==> config.mk <==
export PLATFORM = sky130hd
export DESIGN_NAME = dpc_judge_param
export DESIGN_NICKNAME = d
export VERILOG_FILES = /design/src/rtl/dpc_judge_param.sv
export SDC_FILE = /design/constraint.sdc
export NUM_CORES = 1
export LEC_CHECK = 0
export BUFFER_PORTS_ARGS = -buffer_cell sky130_fd_sc_hd__buf_2
export CAP_MARGIN = 10
export CELL_PAD_IN_SITES_DETAIL_PLACEMENT = 2
export CELL_PAD_IN_SITES_GLOBAL_PLACEMENT = 2
export CORE_MARGIN = 4
export CORE_UTILIZATION = 40
export CTS_BUF_LIST = sky130_fd_sc_hd__clkbuf_4
export DETAILED_ROUTE_END_ITERATION = 10
export PLACE_DENSITY = 0.76
export SYNTH_ARGS = -nofsm -noshare
export SYNTH_HDL_FRONTEND = slang
export SYNTH_SLANG_ARGS = --single-unit
==> constraint.sdc <==
create_clock -name clk -period 13.5 [get_ports clk]
set_input_delay 2.025 -clock clk [delete_from_list [all_inputs] [get_ports clk]]
set_output_delay 2.025 -clock clk [all_outputs]
set_load 0.01 [all_outputs]
==> src/rtl/dpc_judge_param.sv <==
// Defective-pixel judge: flags a centre pixel whose eight neighbours agree in
// sign and enough of them exceed a magnitude threshold, substitutes the
// replacement value, and counts flagged pixels per frame.
module dpc_judge_param #(
    parameter int unsigned DATA_W = 8,
    parameter int unsigned CNT_W  = 20
) (
    input  logic                      clk,
    input  logic                      reset,
    input  logic                      i_enable,
    input  logic [DATA_W-1:0]         i_dpc_threshold,
    input  logic [3:0]                i_min_hits,
    input  logic                      i_line_vaild,
    input  logic                      i_frame_start,
    input  logic [3*(DATA_W+1)-1:0]   i_line3_1,
    input  logic [3*(DATA_W+1)-1:0]   i_line3_2,
    input  logic [3*(DATA_W+1)-1:0]   i_line3_3,
    input  logic [DATA_W-1:0]         i_mid_num,
    output logic [DATA_W-1:0]         o_judge_data,
    output logic                      o_judge_vaild,
    output logic                      o_judge_flag,
    output logic [CNT_W-1:0]          o_defect_cnt,
    output logic                      o_cnt_sat
);

    localparam int unsigned EL_W  = DATA_W + 1;
    localparam int unsigned WIN_W = 9 * EL_W;
    localparam logic [CNT_W-1:0] CNT_MAX = '1;

    // stage 0 registers
    logic [WIN_W-1:0]  s0_win_d, s0_win_q;
    logic [DATA_W-1:0] s0_mid_d, s0_mid_q;
    logic [DATA_W-1:0] s0_thr_d, s0_thr_q;
    logic [3:0]        s0_minh_d, s0_minh_q;
    logic              s0_vld_d, s0_vld_q;
    logic              s0_fs_d, s0_fs_q;
    logic              s0_en_d, s0_en_q;

    // stage 1 registers
    logic [DATA_W-1:0] s1_mag_d [8];
    logic [DATA_W-1:0] s1_mag_q [8];
    logic              s1_agree_d, s1_agree_q;
    logic [DATA_W-1:0] s1_ctr_d, s1_ctr_q;
    logic [DATA_W-1:0] s1_mid_d, s1_mid_q;
    logic [DATA_W-1:0] s1_thr_d, s1_thr_q;
    logic [3:0]        s1_minh_d, s1_minh_q;
    logic              s1_vld_d, s1_vld_q;
    logic              s1_fs_d, s1_fs_q;
    logic              s1_en_d, s1_en_q;

    // output stage and frame counter
    logic [DATA_W-1:0] data_d, data_q;
    logic              vld_d, vld_q;
    logic              flag_d, flag_q;
    logic [CNT_W-1:0]  cnt_d, cnt_q;
    logic              sat_d, sat_q;
    logic [CNT_W-1:0]  dcnt_d, dcnt_q;
    logic              osat_d, osat_q;

    logic [EL_W-1:0]   el [9];
    logic [7:0]        sign;
    logic [3:0]        hits;
    logic              flag_raw;
    logic              count_now;

    // Stage 0: capture the window and its controls as presented
    always_comb begin
        s0_win_d  = {i_line3_1, i_line3_2, i_line3_3};
        s0_mid_d  = i_mid_num;
        s0_thr_d  = i_dpc_threshold;
        s0_minh_d = i_min_hits;
        s0_vld_d  = i_line_vaild;
        s0_fs_d   = i_frame_start;
        s0_en_d   = i_enable;
    end

    // Stage 1: neighbour magnitudes, sign agreement, clamped min_hits
    always_comb begin
        for (int k = 0; k < 9; k++) begin
            el[k] = s0_win_q[(9-k)*EL_W-1 -: EL_W];
        end
        for (int j = 0; j < 8; j++) begin
            sign[j]     = el[(j < 4) ? j : j + 1][DATA_W];
            s1_mag_d[j] = sign[j] ? ~el[(j < 4) ? j : j + 1][DATA_W-1:0]
                                  :  el[(j < 4) ? j : j + 1][DATA_W-1:0];
        end
        s1_agree_d = (&sign) | ~(|sign);
        s1_ctr_d   = el[4][DATA_W-1:0];
        s1_mid_d   = s0_mid_q;
        s1_thr_d   = s0_thr_q;
        if (s0_minh_q == 4'd0)      s1_minh_d = 4'd1;
        else if (s0_minh_q > 4'd8)  s1_minh_d = 4'd8;
        else                        s1_minh_d = s0_minh_q;
        s1_vld_d   = s0_vld_q;
        s1_fs_d    = s0_fs_q;
        s1_en_d    = s0_en_q;
    end

    // Stage 2: hit count, decision, output mux and per-frame counting
    always_comb begin
        hits = 4'd0;
        for (int j = 0; j < 8; j++) begin
            hits = hits + 4'(s1_mag_q[j] > s1_thr_q);
        end
        flag_raw  = s1_en_q & s1_agree_q & (hits >= s1_minh_q);
        count_now = s1_vld_q & flag_raw;
        data_d    = flag_raw ? s1_mid_q : s1_ctr_q;
        vld_d     = s1_vld_q;
        flag_d    = count_now;

        cnt_d  = cnt_q;
        sat_d  = sat_q;
        dcnt_d = dcnt_q;
        osat_d = osat_q;
        if (s1_fs_q) begin
            // pixel coincident with frame start opens the new frame
            dcnt_d = cnt_q;
            osat_d = sat_q;
            cnt_d  = CNT_W'(count_now);
            sat_d  = 1'b0;
        end else if (count_now) begin
            if (cnt_q == CNT_MAX) sat_d = 1'b1;
            else                  cnt_d = cnt_q + CNT_W'(1);
        end
    end

    // Pipeline and counter state
    always_ff @(posedge clk or posedge reset) begin
        if (reset) begin
            s0_win_q   <= '0;
            s0_mid_q   <= '0;
            s0_thr_q   <= '0;
            s0_minh_q  <= '0;
            s0_vld_q   <= 1'b0;
            s0_fs_q    <= 1'b0;
            s0_en_q    <= 1'b0;
            for (int j = 0; j < 8; j++) s1_mag_q[j] <= '0;
            s1_agree_q <= 1'b0;
            s1_ctr_q   <= '0;
            s1_mid_q   <= '0;
            s1_thr_q   <= '0;
            s1_minh_q  <= '0;
            s1_vld_q   <= 1'b0;
            s1_fs_q    <= 1'b0;
            s1_en_q    <= 1'b0;
            data_q     <= '0;
            vld_q      <= 1'b0;
            flag_q     <= 1'b0;
            cnt_q      <= '0;
            sat_q      <= 1'b0;
            dcnt_q     <= '0;
            osat_q     <= 1'b0;
        end else begin
            s0_win_q   <= s0_win_d;
            s0_mid_q   <= s0_mid_d;
            s0_thr_q   <= s0_thr_d;
            s0_minh_q  <= s0_minh_d;
            s0_vld_q   <= s0_vld_d;
            s0_fs_q    <= s0_fs_d;
            s0_en_q    <= s0_en_d;
            for (int j = 0; j < 8; j++) s1_mag_q[j] <= s1_mag_d[j];
            s1_agree_q <= s1_agree_d;
            s1_ctr_q   <= s1_ctr_d;
            s1_mid_q   <= s1_mid_d;
            s1_thr_q   <= s1_thr_d;
            s1_minh_q  <= s1_minh_d;
            s1_vld_q   <= s1_vld_d;
            s1_fs_q    <= s1_fs_d;
            s1_en_q    <= s1_en_d;
            data_q     <= data_d;
            vld_q      <= vld_d;
            flag_q     <= flag_d;
            cnt_q      <= cnt_d;
            sat_q      <= sat_d;
            dcnt_q     <= dcnt_d;
            osat_q     <= osat_d;
        end
    end

    assign o_judge_data  = data_q;
    assign o_judge_vaild = vld_q;
    assign o_judge_flag  = flag_q;
    assign o_defect_cnt  = dcnt_q;
    assign o_cnt_sat     = osat_q;

endmodule

Word level (Yosys, flattened, before mapping)
Index checks and enable logic that the tools add are counted.

Register bits after elaboration: 252. Bits of input ports: 106. Output and inout bits: 31. Word-level logic and storage cells: 87.

Add/sub/neg operators: 8. Magnitude comparators: 10. Equality and inequality tests: 2. Mux-type cells: 17. Bitwise logic cells: 13. Reduce and logical (&&, ||, !) cells: 7.

Operator list (number): two-way mux 8 bit (9); > comparator 8 bit (8); inverter 8 bit (8); two-way mux 20 bit (3); adder 20 x 1 -> 20 bit, second input constant (1); == test 20 bit, second input constant (1); adder 4 x 1 -> 4 bit (4); two-way mux 4 bit (2); AND reduction 8 bit (1); OR reduction 8 bit (1); adder 3 x 1 -> 4 bit (1); greater-or-equal comparator 4 bit (1); > comparator 4 bit, second input constant (1); zero test 4 bit (1); AND reduction 2 bit (2); nonzero test 2 bit (2); adder 2 x 1 -> 3 bit (1); bitwise AND 1 bit (3); two-way mux 1 bit (3); adder 1 x 1 -> 2 bit (1); inequality test 2 bit, second input constant (1); inverter 1 bit (1); bitwise OR 1 bit (1).

Longest topological paths before layout
Word-level depth: 13. Depth in mapped cells: 22. Gate-level depth less buffers: 21.

Least setup slack after synthesis
No wires, ideal clock.

Path kind: register -> register. Start: register s1_thr_q[1]. End: register cnt_q[9]. Setup time: 0.078 ns. Arrival: 5.301 ns. Setup slack: 8.121 ns. Stages on the path, launching flop included: 22. Period minus slack after synthesis: 5.379 ns. Path through: dfrtp_1 > inv_1 > ha_1 > nor2b_1 > o21a_1 > o21ai_0 > a21oi_1 > o22ai_1 > fa_1 > fa_1 > inv_1 > fa_1 > ha_1 > fa_1 > xor2_1 > ha_1 > o21a_1 > nor2_1 > or4_4 > buf_6 > or4_1 > a21oi_1.

Longest elaborated chain between the ends: 13. Elaborated cells between the ends (all ways): 20. Those cells by class: 7 x add/sub; 9 x order compare; 2 x bitwise; 2 x reduce/logical.

RTL lines: from (decl) (line 45) `logic [DATA_W-1:0] s1_thr_d, s1_thr_q;`; from (signal assigned) (line 165) `s1_thr_q <= s1_thr_d;`; > comparator 8 bit (line 103) `hits = hits + 4'(s1_mag_q[j] > s1_thr_q);`; adder 1 x 1 -> 2 bit (line 103); adder 2 x 1 -> 3 bit (line 103); adder 3 x 1 -> 4 bit (line 103); adder 4 x 1 -> 4 bit (3 in series) (line 103); adder 4 x 1 -> 4 bit * (line 103); greater-or-equal comparator 4 bit * (line 105) `flag_raw = s1_en_q & s1_agree_q & (hits >= s1_minh_q);`; bitwise AND 1 bit * (line 105); bitwise AND 1 bit * (line 106) `count_now = s1_vld_q & flag_raw;`; nonzero test 2 bit (no line) *; AND reduction 2 bit (no line) *; to (signal assigned) (line 173) `cnt_q <= cnt_d;`; to (decl) (line 55) `logic [CNT_W-1:0] cnt_d, cnt_q;`.

Mark *: on every way between the ends. The rest lies on a longest branch, timed or not. A chain may end at the register's enable or synchronous reset.

Worst setup path in the final report
Start: register s1_thr_q[1]. End: register cnt_q[19].

Longest elaborated chain between the ends: 13. Elaborated cells between the ends (all ways): 20. Those cells by class: 7 x add/sub; 9 x order compare; 2 x bitwise; 2 x reduce/logical.

RTL lines: > comparator 8 bit (line 103); adder 1 x 1 -> 2 bit (line 103); adder 2 x 1 -> 3 bit (line 103); adder 3 x 1 -> 4 bit (line 103); adder 4 x 1 -> 4 bit (3 in series) (line 103); adder 4 x 1 -> 4 bit * (line 103); greater-or-equal comparator 4 bit * (line 105); bitwise AND 1 bit * (line 105); bitwise AND 1 bit * (line 106); net count_now (line 64) `logic count_now;`; nonzero test 2 bit (no line) *; AND reduction 2 bit (no line) *.

The timed path passes the listed nets; every way through them passes the cells marked *.

==> summary.md <==
| Metric | Value |
|---|---|
| Starting Density | `0.4084` |
| IO Port Bufs | `approximately 140` |
| Hold Crit Start | `s0_mid_q[2]` |
| Largest family of logic cells by synthesized area | `adder cells` |
| CTS Buf Count | `69` |
| CP Data Required Time | `between 10000 and 15000 ps` |
| Clock Skew | `46.20 ps` |
| WL met3 | `around 1000 um` |
| Mux contribution to synthesized area | `0.03503` |
| P_int | `between 0.001 and 0.0015 W` |
| Synth top cells by count | `251 x dfrtp_1, 72 x ha_1, 65 x xor2_1` |
| CP Class | `reg -> reg` |
| Yosys warning count | `0` |
| Die width | `about 160 um` |
| #FFs+latches synth | `between 200 and 300` |
| Area delta synth->final | `19.43%` |
| ANT nets after route | `0` |
| DR vias/cell | `4.959` |
| Highest Clock Rate | `between 150 and 200 MHz` |
| MaxCap Viol Count | `0` |
| Die span in y | `about 160 um` |
| Worst Setup Start Kind | `flip-flop` |
| GRT Residual Overflow | `0` |
| Post-route DRC | `0` |
| Hold Vio Cnt, Final | `0` |
| Pleak | `about 5.6 nW` |
| Final net count | `roughly 1100` |
| Wire length on met2 | `between 10000 and 15000 um` |
| Sequential power share | `0.482` |
| Root buffer cell | `clkbuf_4` |
| Least-Margin Pin Slew | `between 900 and 1000 ps` |
| Reg-to-Reg End | `cnt_q[19]` |
| Avg Inst Size Synth | `about 14 um2` |
| Worst-path clk slew | `60 ps` |
| Max Root-Sink Buffers | `3` |
| Simple-gate share of the synthesized area | `0.06941` |
| Compound-gate portion of the synthesized area | `0.06175` |
| Largest net degree at the start of global routing | `around 110` |
| Leading area contributor after synthesis | `dfrtp_1` |
| Async SR Flop Fraction | `1.000` |
| Post-synth top area share | `0.6513` |
| Core area | `between 20000 and 25000 um2` |
| Final period utilization | `0.4773` |
| Worst r2r path cells | `19` |
| Post-synth EDFFs | `0` |
| # rows | `56` |
| Avg WL per Cell | `around 20 um` |
| Routed WL | `between 20000 and 25000 um` |
| Hold Path Class | `reg -> reg` |
| Initial antenna violation count | `1` |
| Critical R2R Launch | `s1_thr_q[1]` |
| Cell count of the worst hold path | `0` |
| Period minus WS final | `between 6000 and 7000 ps` |
| Slew margin rel. | `0.3866` |
| Gr usage total | `0.1902` |
| Unique masters post-synth | `44` |
| Via count of the first global-routing pass | `7657` |
| Combinational Power Share | `0.125` |
| Clock H-tree levels | `3` |
| Sw frac | `0.2657` |
| Top_reg_cell synth | `dfrtp_1` |
| Post-Synth XOR/XNOR Area | `0.05903` |
| Crit path launch | `s1_thr_q[1]` |
| Synth Instances | `just under 700` |
| Die area | `26660 um2` |
| Post-Synthesis Net Count | `863` |
| Hold_buf cts | `0` |
| RSZ-0062 raised after global routing | `no` |
| R2r setup slk | `7060 ps` |
| Top Ports | `between 100 and 150` |
| Maximum VDD drop | `slightly above 0.08 mV` |
| Final setup vio count | `0` |
| Final Power | `approximately 0.0017 W` |
| Psw | `roughly 0.00045 W` |
| Top sig layer | `met4` |
| Power Density | `between 100 and 150 nW/um2` |
| Routability cong. | `about 0.74` |
| Layout Utilization | `0.4878` |
| Top-count cell post-synth | `dfrtp_1` |
| Max Slew Vio Count | `0` |
| Crit. End Element | `flip-flop` |
| Post-CTS setup buffers | `0` |
| DPL Wire Length | `16910 um` |
| Via count | `6109` |
| Layout cell share with drive strength beyond 1 | `0.3114` |
| M1 WL | `9364 um` |
| Setup TNS | `0 ps` |
| Initial drt markers | `about 170` |
| First-pass GRT wire length | `approximately 40000 um` |
| # clock sinks | `approximately 250` |
| Maximum fanout along the worst path | `19` |
| Clock Power Share | `0.393` |
| Worst Setup EP | `cnt_q[19]` |
| Post-synthesis adder-cell area fraction | `0.1017` |
| Post-cts gate resize count | `0` |
| Top post-synthesis cells by area | `dfrtp_1 65%, ha_1 9.3%, xor2_1 5.9%, mux2_2 3.5%, a21oi_1 1.7%` |
| CTS tree | `yes` |
| DRT Pass-1 Iters | `4` |
| WP data arrival | `~6900 ps` |
| Status | `finished, final reports clean` |
| Sequential-to-total area share from yosys stat | `0.6513` |
| Post-synth design cell area | `approximately 9600 um2` |
| Worst skew pair latency | `roughly 680 ps` |
==> per-layer routing <==
metal,vias to the layer above,global-route usage
li1,2781,-
met1,3121,0.2168
met2,145,0.3485
met3,62,0.04365
met4,0,0.06939
met5,-,0
==> area by class of cell <==
type                    instances  area [um2]
multi-input cells             378        3153
inverters                      31       123.9
repair buffers                139       705.7
clock inverters                12       95.09
clock buffers                 101       758.2
diodes                          1       2.502
well taps                     319       399.1
flip-flops and latches        251        6281
fillers                      2290       12090
==> through the flow <==
step | hold slack, ps | std cells | setup WS [ps] | cell area, um2
floorplan | 331.2 | 681 | 4575 | 9644
global placement | 333.6 | 1118 | 7246 | 10660
detailed placement | 335.8 | 1118 | 6981 | 10660
CTS | 349.0 | 1231 | 6936 | 11520
global route | 355.2 | 1232 | 6520 | 11520
finish | 344.0 | 1232 | 7056 | 11520
==> kinds of logic after synthesis <==
logic type	Yosys count
mux	30
simple gates	113
xor+xnor	65
flops	251
buf+inv	52
compound gates	94
fa+ha+maj	76
==> power by group through the flow <==
| stage | registers (W) | logic, W | clock network, W |
|---|---|---|---|
| after floorplan | 0.000819 | 0.000146 | 0 |
| after global placement | 0.000827 | 0.000193 | 0 |
| after detailed placement | 0.000831 | 0.000215 | 0 |
| after CTS | 0.000818 | 0.000218 | 0.000698 |
| after global routing | 0.000821 | 0.000249 | 0.000743 |
| final | 0.000817 | 0.000212 | 0.000667 |
==> worst min path at each step <==
stage | slack, ps | endpoint
2_1_floorplan | 330 | s1_ctr_q[0]
3_3_place_gp | 330 | s1_fs_q
3_5_place_dp | 340 | s1_mid_q[3]
4_1_cts | 350 | s1_mid_q[2]
5_1_grt | 360 | s1_mid_q[2]
6_report | 340 | s1_mid_q[2]
==> sequential cells by signal (all words and copies together), names as in the netlist, 8 cells and up <==
| signal | flops |
|---|---|
| s1_mag_q | 64 |
| o_judge_data | 8 |
| s0_thr_q | 8 |
| s1_ctr_q | 8 |
| el | 80 |
| o_defect_cnt | 20 |
| cnt_q | 20 |
| s1_mid_q | 8 |
| s0_mid_q | 8 |
| s1_thr_q | 8 |
==> worst max-delay path: stages, from the launching register on <==
cell	delay (ps)
dfrtp_1	360
inv_1	370
ha_1	340
nor2b_1	130
o21a_1	160
o21ai_0	170
a21oi_1	100
o22ai_1	300
fa_1	510
fa_1	550
inv_1	60
fa_1	480
ha_1	240
fa_1	450
ha_1	300
a2111oi_2	590
or3_1	600
inv_1	260
a41oi_1	220
a311oi_1	70
==> cells in the final DEF, fill, tap and decap left out, drive strengths merged, types with 9 or more instances in the layout <==
master / netlist / layout
a21oi: 32 / 32
ha: 72 / 72
nor2b: 18 / 18
o31ai: 12 / 12
clkbuf: 15 / 101
buf: 6 / 139
o21a: 12 / 12
nand2: 13 / 13
inv: 31 / 32
xor2: 65 / 65
dfrtp: 251 / 251
clkinv: 0 / 9
mux2: 30 / 30
nand4: 21 / 21
nor2: 12 / 12
o21ai: 17 / 17
or4: 13 / 13
No activity file was read; power rests on OpenSTA's default activity.
